[src/rtl/rfphoenix_issue_sched_if.sv]
// Issue-scheduler bundle: per-thread request/hazard inputs and the grant,
// issue, rollback-window and starvation outputs.
interface rfphoenix_issue_sched_if #(
  parameter int unsigned NTHREADS = 4
);
  localparam int unsigned TidW = (NTHREADS > 1) ? $clog2(NTHREADS) : 1;

  logic [NTHREADS-1:0] req_v;
  logic [NTHREADS-1:0] can_issue;
  logic                ex_ready;
  logic                rollback;
  logic [TidW-1:0]     rollback_tid;
  logic [NTHREADS-1:0] will_issue;
  logic                issue_v;
  logic [TidW-1:0]     issue_tid;
  logic [NTHREADS-1:0] flush_mask;
  logic [NTHREADS-1:0] starved;

  modport master (
    output req_v, can_issue, ex_ready, rollback, rollback_tid,
    input  will_issue, issue_v, issue_tid, flush_mask, starved
  );

  modport slave (
    input  req_v, can_issue, ex_ready, rollback, rollback_tid,
    output will_issue, issue_v, issue_tid, flush_mask, starved
  );
endinterface

[src/rtl/rfphoenix_issue_sched.sv]
// Single-slot issue arbiter for NTHREADS threads: starvation-priority then
// round-robin grant, with per-thread rollback flush windows.
module rfphoenix_issue_sched #(
  parameter int unsigned NTHREADS     = 4,
  parameter int unsigned FLUSH_CYCLES = 5,
  parameter int unsigned STARVE_LIM   = 15
) (
  input logic                    clk,
  input logic                    rst,
  rfphoenix_issue_sched_if.slave bus
);
  localparam int unsigned TidW   = (NTHREADS > 1) ? $clog2(NTHREADS) : 1;
  localparam int unsigned FlushW = $clog2(FLUSH_CYCLES + 1);
  localparam int unsigned WaitW  = 4;

  typedef logic [TidW-1:0]   tid_t;
  typedef logic [FlushW-1:0] flush_cnt_t;
  typedef logic [WaitW-1:0]  wait_cnt_t;

  localparam tid_t       PtrRst    = tid_t'(NTHREADS - 1);
  localparam flush_cnt_t FlushLoad = flush_cnt_t'(FLUSH_CYCLES);
  localparam wait_cnt_t  StarveLim = wait_cnt_t'(STARVE_LIM);

  logic [NTHREADS-1:0] rb_hit, elig, starve_elig, grant;
  logic                found;
  tid_t                grant_tid, idx;

  tid_t                ptr_q, ptr_d;
  logic                issue_v_q, issue_v_d;
  tid_t                issue_tid_q, issue_tid_d;
  logic [NTHREADS-1:0] flush_mask_q, flush_mask_d;
  logic [NTHREADS-1:0] starved_q, starved_d;
  flush_cnt_t          flush_cnt_q [NTHREADS];
  flush_cnt_t          flush_cnt_d [NTHREADS];
  wait_cnt_t           wait_q      [NTHREADS];
  wait_cnt_t           wait_d      [NTHREADS];

  always_comb begin
    rb_hit = '0;
    if (bus.rollback) rb_hit[bus.rollback_tid] = 1'b1;
  end

  // Gating with rst keeps will_issue low while reset is held.
  assign elig = bus.req_v & bus.can_issue & ~flush_mask_q & ~rb_hit &
                {NTHREADS{bus.ex_ready & rst}};
  assign starve_elig = elig & starved_q;

  always_comb begin
    found     = 1'b0;
    grant_tid = ptr_q;
    idx       = ptr_q;
    grant     = '0;
    if (|starve_elig) begin
      for (int i = 0; i < NTHREADS; i++) begin
        if (starve_elig[i] && !found) begin
          found     = 1'b1;
          grant_tid = tid_t'(i);
        end
      end
    end else begin
      // Search starts just after the last granted thread and wraps.
      for (int k = 1; k <= NTHREADS; k++) begin
        idx = ptr_q + tid_t'(k);
        if (elig[idx] && !found) begin
          found     = 1'b1;
          grant_tid = idx;
        end
      end
    end
    if (found) grant[grant_tid] = 1'b1;
  end

  assign bus.will_issue = grant;

  always_comb begin
    ptr_d       = found ? grant_tid : ptr_q;
    issue_v_d   = found;
    issue_tid_d = found ? grant_tid : issue_tid_q;
    for (int i = 0; i < NTHREADS; i++) begin
      wait_d[i] = wait_q[i];
      if (grant[i] || !bus.req_v[i] || flush_mask_q[i]) begin
        wait_d[i] = '0;
      end else if (bus.can_issue[i] && (wait_q[i] < StarveLim)) begin
        wait_d[i] = wait_q[i] + wait_cnt_t'(1);
      end
      starved_d[i] = (wait_d[i] == StarveLim);

      // A rollback to an already-flushing thread restarts its window.
      flush_cnt_d[i] = flush_cnt_q[i];
      if (rb_hit[i]) begin
        flush_cnt_d[i] = FlushLoad;
      end else if (flush_cnt_q[i] != '0) begin
        flush_cnt_d[i] = flush_cnt_q[i] - flush_cnt_t'(1);
      end
      flush_mask_d[i] = (flush_cnt_d[i] != '0);
    end
  end

  always_ff @(posedge clk or negedge rst) begin
    if (!rst) begin
      ptr_q        <= PtrRst;
      issue_v_q    <= 1'b0;
      issue_tid_q  <= '0;
      flush_mask_q <= '0;
      starved_q    <= '0;
      flush_cnt_q  <= '{default: '0};
      wait_q       <= '{default: '0};
    end else begin
      ptr_q        <= ptr_d;
      issue_v_q    <= issue_v_d;
      issue_tid_q  <= issue_tid_d;
      flush_mask_q <= flush_mask_d;
      starved_q    <= starved_d;
      flush_cnt_q  <= flush_cnt_d;
      wait_q       <= wait_d;
    end
  end

  assign bus.issue_v    = issue_v_q;
  assign bus.issue_tid  = issue_tid_q;
  assign bus.flush_mask = flush_mask_q;
  assign bus.starved    = starved_q;

endmodule

[src/flat_wrapper.sv]
// flat-port wrapper written by rule: the top's interface ports become plain ports
module rfphoenix_issue_sched_flat 
#(
  parameter int unsigned NTHREADS     = 4,
  parameter int unsigned FLUSH_CYCLES = 5,
  parameter int unsigned STARVE_LIM   = 15
)
  (clk, rst, bus_req_v, bus_can_issue, bus_ex_ready, bus_rollback, bus_rollback_tid, bus_will_issue, bus_issue_v, bus_issue_tid, bus_flush_mask, bus_starved);
  rfphoenix_issue_sched_if #(.NTHREADS(NTHREADS)) bus_i ();
  input logic clk;
  input logic rst;
  input wire logic [$bits(bus_i.req_v)-1:0] bus_req_v;
  input wire logic [$bits(bus_i.can_issue)-1:0] bus_can_issue;
  input wire logic [$bits(bus_i.ex_ready)-1:0] bus_ex_ready;
  input wire logic [$bits(bus_i.rollback)-1:0] bus_rollback;
  input wire logic [$bits(bus_i.rollback_tid)-1:0] bus_rollback_tid;
  output wire logic [$bits(bus_i.will_issue)-1:0] bus_will_issue;
  output wire logic [$bits(bus_i.issue_v)-1:0] bus_issue_v;
  output wire logic [$bits(bus_i.issue_tid)-1:0] bus_issue_tid;
  output wire logic [$bits(bus_i.flush_mask)-1:0] bus_flush_mask;
  output wire logic [$bits(bus_i.starved)-1:0] bus_starved;
  assign bus_i.req_v = bus_req_v;
  assign bus_i.can_issue = bus_can_issue;
  assign bus_i.ex_ready = bus_ex_ready;
  assign bus_i.rollback = bus_rollback;
  assign bus_i.rollback_tid = bus_rollback_tid;
  assign bus_will_issue = bus_i.will_issue;
  assign bus_issue_v = bus_i.issue_v;
  assign bus_issue_tid = bus_i.issue_tid;
  assign bus_flush_mask = bus_i.flush_mask;
  assign bus_starved = bus_i.starved;
  rfphoenix_issue_sched #(.NTHREADS(NTHREADS), .FLUSH_CYCLES(FLUSH_CYCLES), .STARVE_LIM(STARVE_LIM)) u_core (.clk(clk), .rst(rst), .bus(bus_i));
endmodule
[config.mk]
export PLATFORM = sky130hd
export DESIGN_NAME = rfphoenix_issue_sched_flat
export DESIGN_NICKNAME = d
export VERILOG_FILES = /design/src/rtl/rfphoenix_issue_sched_if.sv /design/src/rtl/rfphoenix_issue_sched.sv /design/src/flat_wrapper.sv
export SDC_FILE = /design/constraint.sdc
export NUM_CORES = 1
export LEC_CHECK = 0
export ABC_AREA = 1
export CORE_AREA = 2 2 68 70
export CTS_CLUSTER_SIZE = 24
export DETAILED_ROUTE_END_ITERATION = 10
export DIE_AREA = 0 0 70 72
export PLACE_DENSITY_LB_ADDON = 0.1
export SYNTH_ARGS = -nofsm -noshare
export SYNTH_HDL_FRONTEND = slang
export SYNTH_SLANG_ARGS = --single-unit
[constraint.sdc]
create_clock -name clk -period 5.7 [get_ports clk]
set_input_delay 0.855 -clock clk [delete_from_list [all_inputs] [get_ports clk]]
set_output_delay 0.855 -clock clk [all_outputs]
set_load 0.005 [all_outputs]
==> results.sh, run 1 <==
export IMPL_start_kind="input pin"
export IMPL_max_freq_ghz=0.231
export IMPL_syn_to_final_growth_pct=17.4
export IMPL_cts_root_buf="clkbuf_8"
export IMPL_critPathArrivalTime_ns=3.48
export IMPL_synth_xor_area_share_pct=5.18
export IMPL_dieHeight_um=72
export IMPL_syn_nets=361
export IMPL_total_power_uw=1550
export IMPL_cts_buffers=5
export IMPL_synth_avg_cell_area_um2=7.74
export IMPL_clkLatencyLatePin_ns=0.28
export IMPL_vias_per_cell=5.10
export IMPL_finalCriticalPeriod_ns=4.33
export IMPL_post_synth_top_count_cell="inv_1"
export IMPL_endpoint_kind="primary output"
export IMPL_setup_viol=0
export IMPL_fp_dieArea_um2=5040
export IMPL_ys_seq_elements=41
export IMPL_leakagePower_uw=0.00160
export IMPL_pre_cts_slack_ns=1.40
export IMPL_place_congestion=0.928
export IMPL_synth_async_reset_ratio_pct=100
export IMPL_wl_um=4960
export IMPL_worst_pin_slew_ns=0.377
export IMPL_postRouteAntennaNets=0
export IMPL_slowest_stage="clkdlybuf4s50_1"
export IMPL_synth_top_family_by_area="simple AND/OR/NAND/NOR gates"
export IMPL_cp_cell_sequence="clkdlybuf4s50_1 > nand3_1 > nor2_1 > nand3_1 > nand3_2 > nand2_1 > nand3_1 > inv_1 > nand2_1 > inv_1 > nor2_4 > nand2_2 > inv_1 > clkdlybuf4s50_1"
export IMPL_hold_path_class="in -> async"
export IMPL_cts_resized=0
export IMPL_yosysWarningCount=0
export IMPL_dp_hpwl_um=3860
export IMPL_synthMuxAreaShare_pct=0
export IMPL_drive_above_1_share_pct=9.29
export IMPL_grt_antenna_before_repair=0
export IMPL_clock_sinks=41
export IMPL_io_buffers=28
export IMPL_via_count=2133
export IMPL_cts_setup_buffers=0
export IMPL_worstPathRequired_ns=4.85
export IMPL_antenna_cells=0
export IMPL_cts_htree_levels=2
export IMPL_yosys_area_share_adder_pct=7.81
export IMPL_wire_per_inst_um=11.9
export IMPL_die_w_um=70
export IMPL_setup_slack_ns=1.37
export IMPL_cts_max_path_buffers=2
export IMPL_finalCritPeriodShare_pct=76.0
export IMPL_gr_total_overflow=0
export IMPL_slew_viol_final=0
export IMPL_slowest_delay_ns=0.56
export IMPL_rows=24
export IMPL_critical_path_cell_count=14
export IMPL_reg2reg_depth=13
export IMPL_synth_simple_gate_area_share_pct=31.7
export IMPL_grt_util_all_layers_pct=21.7
export IMPL_hold_viol=0
export IMPL_synth_edf_count=0
export IMPL_synth_compound_area_share_pct=3.86
export IMPL_status="finished clean"
export IMPL_whs_ns=0.471
export IMPL_cts_tree="yes"
export IMPL_ir_worst_vdd_v=0.000356
export IMPL_ys_top_cells_by_area="dfrtp_1 (38%), inv_1 (11%), nand2_1 (9.2%)"
export IMPL_rsz0062_at_grt="false"
export IMPL_hold_buffers=0
export IMPL_nNetsFinal=395
export IMPL_drtPass1Iterations=4
export IMPL_path_buf_inv=5
export IMPL_crit_type="in -> out"
export IMPL_coreArea_um2=4260
export IMPL_drc=0
export IMPL_ys_flop_type="dfrtp_1"
export IMPL_synthTopCellsByCount="inv_1 (72), nand2_1 (63), dfrtp_1 (39), nand3_1 (38), nor2_1 (38)"
export IMPL_cap_violations=0
export IMPL_grt_pass1_wl_um=8780
export IMPL_synth_area_um2=2560
export IMPL_initial_core_util_pct=60.1
export IMPL_regArea_um2=1030
export IMPL_setup_tns_ns=0
export IMPL_clk_pin_slew_ns=0.08
export IMPL_fin_worst_skew_ns=0.00544
export IMPL_cp_max_fo=5
export IMPL_netlist_instances=331
export IMPL_crit_family="simple AND/OR/NAND/NOR gates"
export IMPL_pin_count=29
export IMPL_drt_iter0_markers=76
export IMPL_synth_top_area_share_pct=38.1
export IMPL_p_per_area_nw_per_um2=517
export IMPL_maxSlewHeadroom_pct=74.8
export IMPL_grt_max_degree=31
export IMPL_fill_cells=369
export IMPL_synth_top_cell_by_area="dfrtp_1"
export IMPL_synth_cell_type_count=27
export IMPL_multi_input_area_um2=1240
export IMPL_ys_seq_area_share_pct=40.1
export IMPL_first_global_vias=2032
## kinds of logic after synthesis
kind of cell	after synthesis
DFF	41
buffers and inverters	74
adders and majority gates	16
and+or+nand+nor	171
AOI/OAI and AO/OA	16
xor gates and xnor gates	13
## metal layers
metal / GRT usage (%) / part of all wire (%) / vias to the layer above / wire length [um]
li1: - / - / 1085 / -
met4: 8.12 / 1.3 / 0 / 65
met1: 27.1 / 44 / 972 / 2160
met5: 0 / 0 / - / 0
met3: 4.17 / 6.0 / 11 / 300
met2: 37.8 / 49 / 65 / 2430
## final timing paths
| check | start | slack (ns) | end |
|---|---|---|---|
| max | bus_ex_ready | 1.37 | bus_will_issue[2] |
| min | rst | 0.47 | u_core.bus.starved[1] |
| max reg2reg | u_core.ptr_q[0] | 3.38 | u_core.wait_q[3] |
| min reg2reg | u_core.bus.issue_tid[1] | 0.49 | u_core.bus.issue_tid[1] |
| max in group asynchronous | rst | 4.53 | u_core.flush_cnt_q[2] |
| min in group clk | u_core.bus.issue_tid[1] | 0.49 | u_core.bus.issue_tid[1] |
## metrics by stage
stage,utilization [%],area (um^2),instances
after floorplan,-,2560,331
after global placement,67.8,2890,410
after detailed placement,67.8,2890,410
after CTS,70.5,3010,418
after global routing,70.5,3010,418
final,70.5,3010,418
## final cells by class
type | instances | area share [%]
Clock buffer | 7 | 2.87
Clock inverter | 1 | 0.998
Inverter | 72 | 8.99
Multi-Input combinational cell | 216 | 41.4
Sequential cell | 41 | 34.2
Tap cell | 52 | 2.16
Timing Repair Buffer | 29 | 9.40
## registers in the layout (all words and copies together), names as in the netlist
name,cells
u_core.wait_q,16
u_core.flush_cnt_q,12
u_core.bus.flush_mask,4
u_core.bus.starved,4
u_core.bus.issue_tid,2
u_core.ptr_q,2
u_core.bus.issue_v,1
## cells in the final DEF (no fill, tap or decap), drive strengths merged
| master | n |
|---|---|
| or2 | 4 |
| xnor2 | 1 |
| o311a | 1 |
| o22ai | 1 |
| a21oi | 7 |
| bufinv | 1 |
| ha | 16 |
| buf | 2 |
| nand4 | 7 |
| clkdlybuf4s50 | 27 |
| dfrtp | 39 |
| nand2 | 70 |
| o21ai | 6 |
| inv | 72 |
| a31oi | 1 |
| nand3b | 6 |
| nor2 | 41 |
| dfstp | 2 |
| clkbuf | 7 |
| nand3 | 43 |
| xor2 | 12 |
## where the power goes
group,leakage [uW],switching [uW],total (uW),internal [uW]
sequential,0.000518,62.0,442,380
combinational,0.00103,510,873,363
clock,0.0000585,96.6,239,143
total,0.00160,669,1550,886
Note: power is estimated with default switching activity, not from simulation.
==> run 2: changes to the inputs <==
--- a/config.mk
+++ b/config.mk
@@ -6,10 +6,10 @@
 export NUM_CORES = 1
 export LEC_CHECK = 0
 export ABC_AREA = 1
-export CORE_AREA = 2 2 68 70
+export CORE_AREA = 2 2 74 76
 export CTS_CLUSTER_SIZE = 24
 export DETAILED_ROUTE_END_ITERATION = 10
-export DIE_AREA = 0 0 70 72
+export DIE_AREA = 0 0 76 78
 export PLACE_DENSITY_LB_ADDON = 0.1
 export SYNTH_ARGS = -nofsm -noshare
 export SYNTH_HDL_FRONTEND = slang
==> constraint.sdc (replaced) <==
create_clock -name clk -period 3.9 [get_ports clk]
set_input_delay 0.585 -clock clk [delete_from_list [all_inputs] [get_ports clk]]
set_output_delay 0.585 -clock clk [all_outputs]
set_load 0.005 [all_outputs]
==> results.sh, run 2 (same netlist as run 1, synthesis figures left out) <==
export IMPL_seqPwrFrac_pct=29.9
export IMPL_leakagePower_uw=0.00161
export IMPL_coreArea_um2=5040
export IMPL_die_w_um=76
export IMPL_nNetsFinal=396
export IMPL_setup_viol=0
export IMPL_postRouteAntennaNets=0
export IMPL_crit_type="in -> out"
export IMPL_fill_cells=478
export IMPL_antenna_cells=0
export IMPL_cap_violations=0
export IMPL_clk_pin_slew_ns=0.07
export IMPL_use_met1_pct=23.1
export IMPL_power_switching_uw=972
export IMPL_reg2reg_depth=13
export IMPL_ir_worst_vdd_v=0.000378
export IMPL_cts_setup_buffers=0
export IMPL_maxSlewHeadroom_pct=79.0
export IMPL_clock_sinks=41
export IMPL_fin_worst_skew_ns=0.00502
export IMPL_drtPass1Iterations=4
export IMPL_gr_total_overflow=0
export IMPL_drive_above_1_share_pct=11.2
export IMPL_placed_cell_area_um2=2920
export IMPL_met2_usage_pct=32.3
export IMPL_fin_area_um2=3040
export IMPL_slew_viol_final=0
export IMPL_timing_rr_start="u_core.ptr_q[0]"
export IMPL_place_congestion=0.916
export IMPL_grt_util_all_layers_pct=18.6
export IMPL_finalCriticalPeriod_ns=3.68
export IMPL_final_cell_mix="inv_1 (72), nand2_1 (63), dfrtp_1 (39), nor2_1 (36), nand3_1 (33)"
export IMPL_rrSetupSlack_ns=1.54
export IMPL_initial_core_util_pct=50.8
export IMPL_clkLatencyLatePin_ns=0.29
export IMPL_top_usage_layer="met2"
export IMPL_hold_viol=0
export IMPL_final_cells=437
export IMPL_cts_tree="yes"
export IMPL_final_util_pct=60.2
export IMPL_grt_pass1_wl_um=8930
export IMPL_finalCritPeriodShare_pct=94.4
export IMPL_p_int_uw=1210
export IMPL_worst_r2r_endpoint="u_core.wait_q[3]"
export IMPL_grt_antenna_before_repair=0
export IMPL_cts_resized=0
export IMPL_clkPwrFrac_pct=12.0
export IMPL_drt_iter0_markers=160
export IMPL_syn_to_final_growth_pct=18.5
export IMPL_wire_per_inst_um=11.6
export IMPL_regMostFlops="u_core.wait_q"
export IMPL_p_per_area_nw_per_um2=720
export IMPL_total_power_uw=2180
export IMPL_dieHeight_um=78
export IMPL_hold_buffers=0
export IMPL_hold_path_class="in -> async"
export IMPL_vias_per_cell=4.84
export IMPL_rows=26
export IMPL_worst_pin_slew_ns=0.311
export IMPL_cts_root_buf="clkbuf_8"
export IMPL_cts_buffers=5
export IMPL_status="finished clean"
export IMPL_worstPathRequired_ns=3.31
export IMPL_critPathArrivalTime_ns=3.10
export IMPL_combPwrFrac_pct=58.1
export IMPL_dp_cells=429
export IMPL_top_regs="u_core.wait_q (16), u_core.flush_cnt_q (12)"
export IMPL_grt_max_degree=24
export IMPL_via_count=2115
export IMPL_cp_max_fo=7
export IMPL_p_sw_share_pct=44.5
export IMPL_largest_reg_flops=16
export IMPL_setup_tns_ns=0
export IMPL_first_global_vias=2020
export IMPL_cts_htree_levels=2
export IMPL_pin_count=29
export IMPL_endpoint_kind="primary output"
export IMPL_fp_dieArea_um2=5930
export IMPL_io_buffers=28
export IMPL_wl_um=5050
export IMPL_grtUsageMet3_pct=3.72
export IMPL_cts_max_path_buffers=2
export IMPL_final_common_cell="inv_1"
export IMPL_start_kind="input pin"
export IMPL_drc=0
export IMPL_dp_hpwl_um=4070
export IMPL_max_freq_ghz=0.272
-- run 2: worst max-delay path: stages --
cell             delay [ns]
clkdlybuf4s50_1        0.53
nand3_1                0.09
nor2_1                 0.21
nand3_1                0.16
nand3_2                0.15
nand2_4                0.09
nand2_2                0.09
nand2_1                0.06
nand2_1                0.05
nand3_1                0.07
nand2_1                0.08
nand2_1                0.05
nand2_1                0.14
nand3_1                0.16
inv_1                  0.08
clkdlybuf4s50_1        0.50
-- run 2: stage by stage --
stage | setup WS (ns) | hold WS [ns]
after detailed placement | 0.120 | 0.468
after CTS | 0.113 | 0.145
after floorplan | 1.53 | 0.289
final | 0.219 | 0.155
after global placement | 0.0856 | 0.462
after global routing | -0.00403 | 0.150
-- run 2: worst max-delay path by stage --
stage	startpoint	end	cells past startpoint
4_1_cts	bus_rollback	bus_will_issue[3]	14
6_report	bus_ex_ready	bus_will_issue[3]	16
3_5_place_dp	bus_rollback	bus_will_issue[3]	14
5_1_grt	bus_ex_ready	bus_will_issue[3]	16
2_1_floorplan	bus_rollback_tid[0]	bus_will_issue[0]	13
3_3_place_gp	bus_rollback	bus_will_issue[3]	14
-- run 2: power by group through the flow --
stage | clock network (uW) | registers (uW) | logic [uW]
2_1_floorplan | 0 | 615 | 921
3_3_place_gp | 0 | 657 | 1270
3_5_place_dp | 0 | 661 | 1270
4_1_cts | 277 | 653 | 1280
5_1_grt | 292 | 670 | 1470
6_report | 262 | 653 | 1270
-- run 2: routing by layer --
layer | part of all wire, % | up-vias
met3 | 3.4 | 13
li1 | - | 1090
met5 | 0 | -
met4 | 2.4 | 0
met2 | 49 | 37
met1 | 45 | 975
-- run 2: final cells by class --
| class | count | area, um^2 | area share [%] |
|---|---|---|---|
| Clock buffer | 7 | 76.3 | 2.51 |
| Clock inverter | 1 | 5.00 | 0.165 |
| Inverter | 72 | 270 | 8.90 |
| Multi-Input combinational cell | 216 | 1270 | 42.0 |
| Sequential cell | 41 | 1030 | 33.9 |
| Tap cell | 70 | 87.6 | 2.89 |
| Timing Repair Buffer | 30 | 293 | 9.65 |
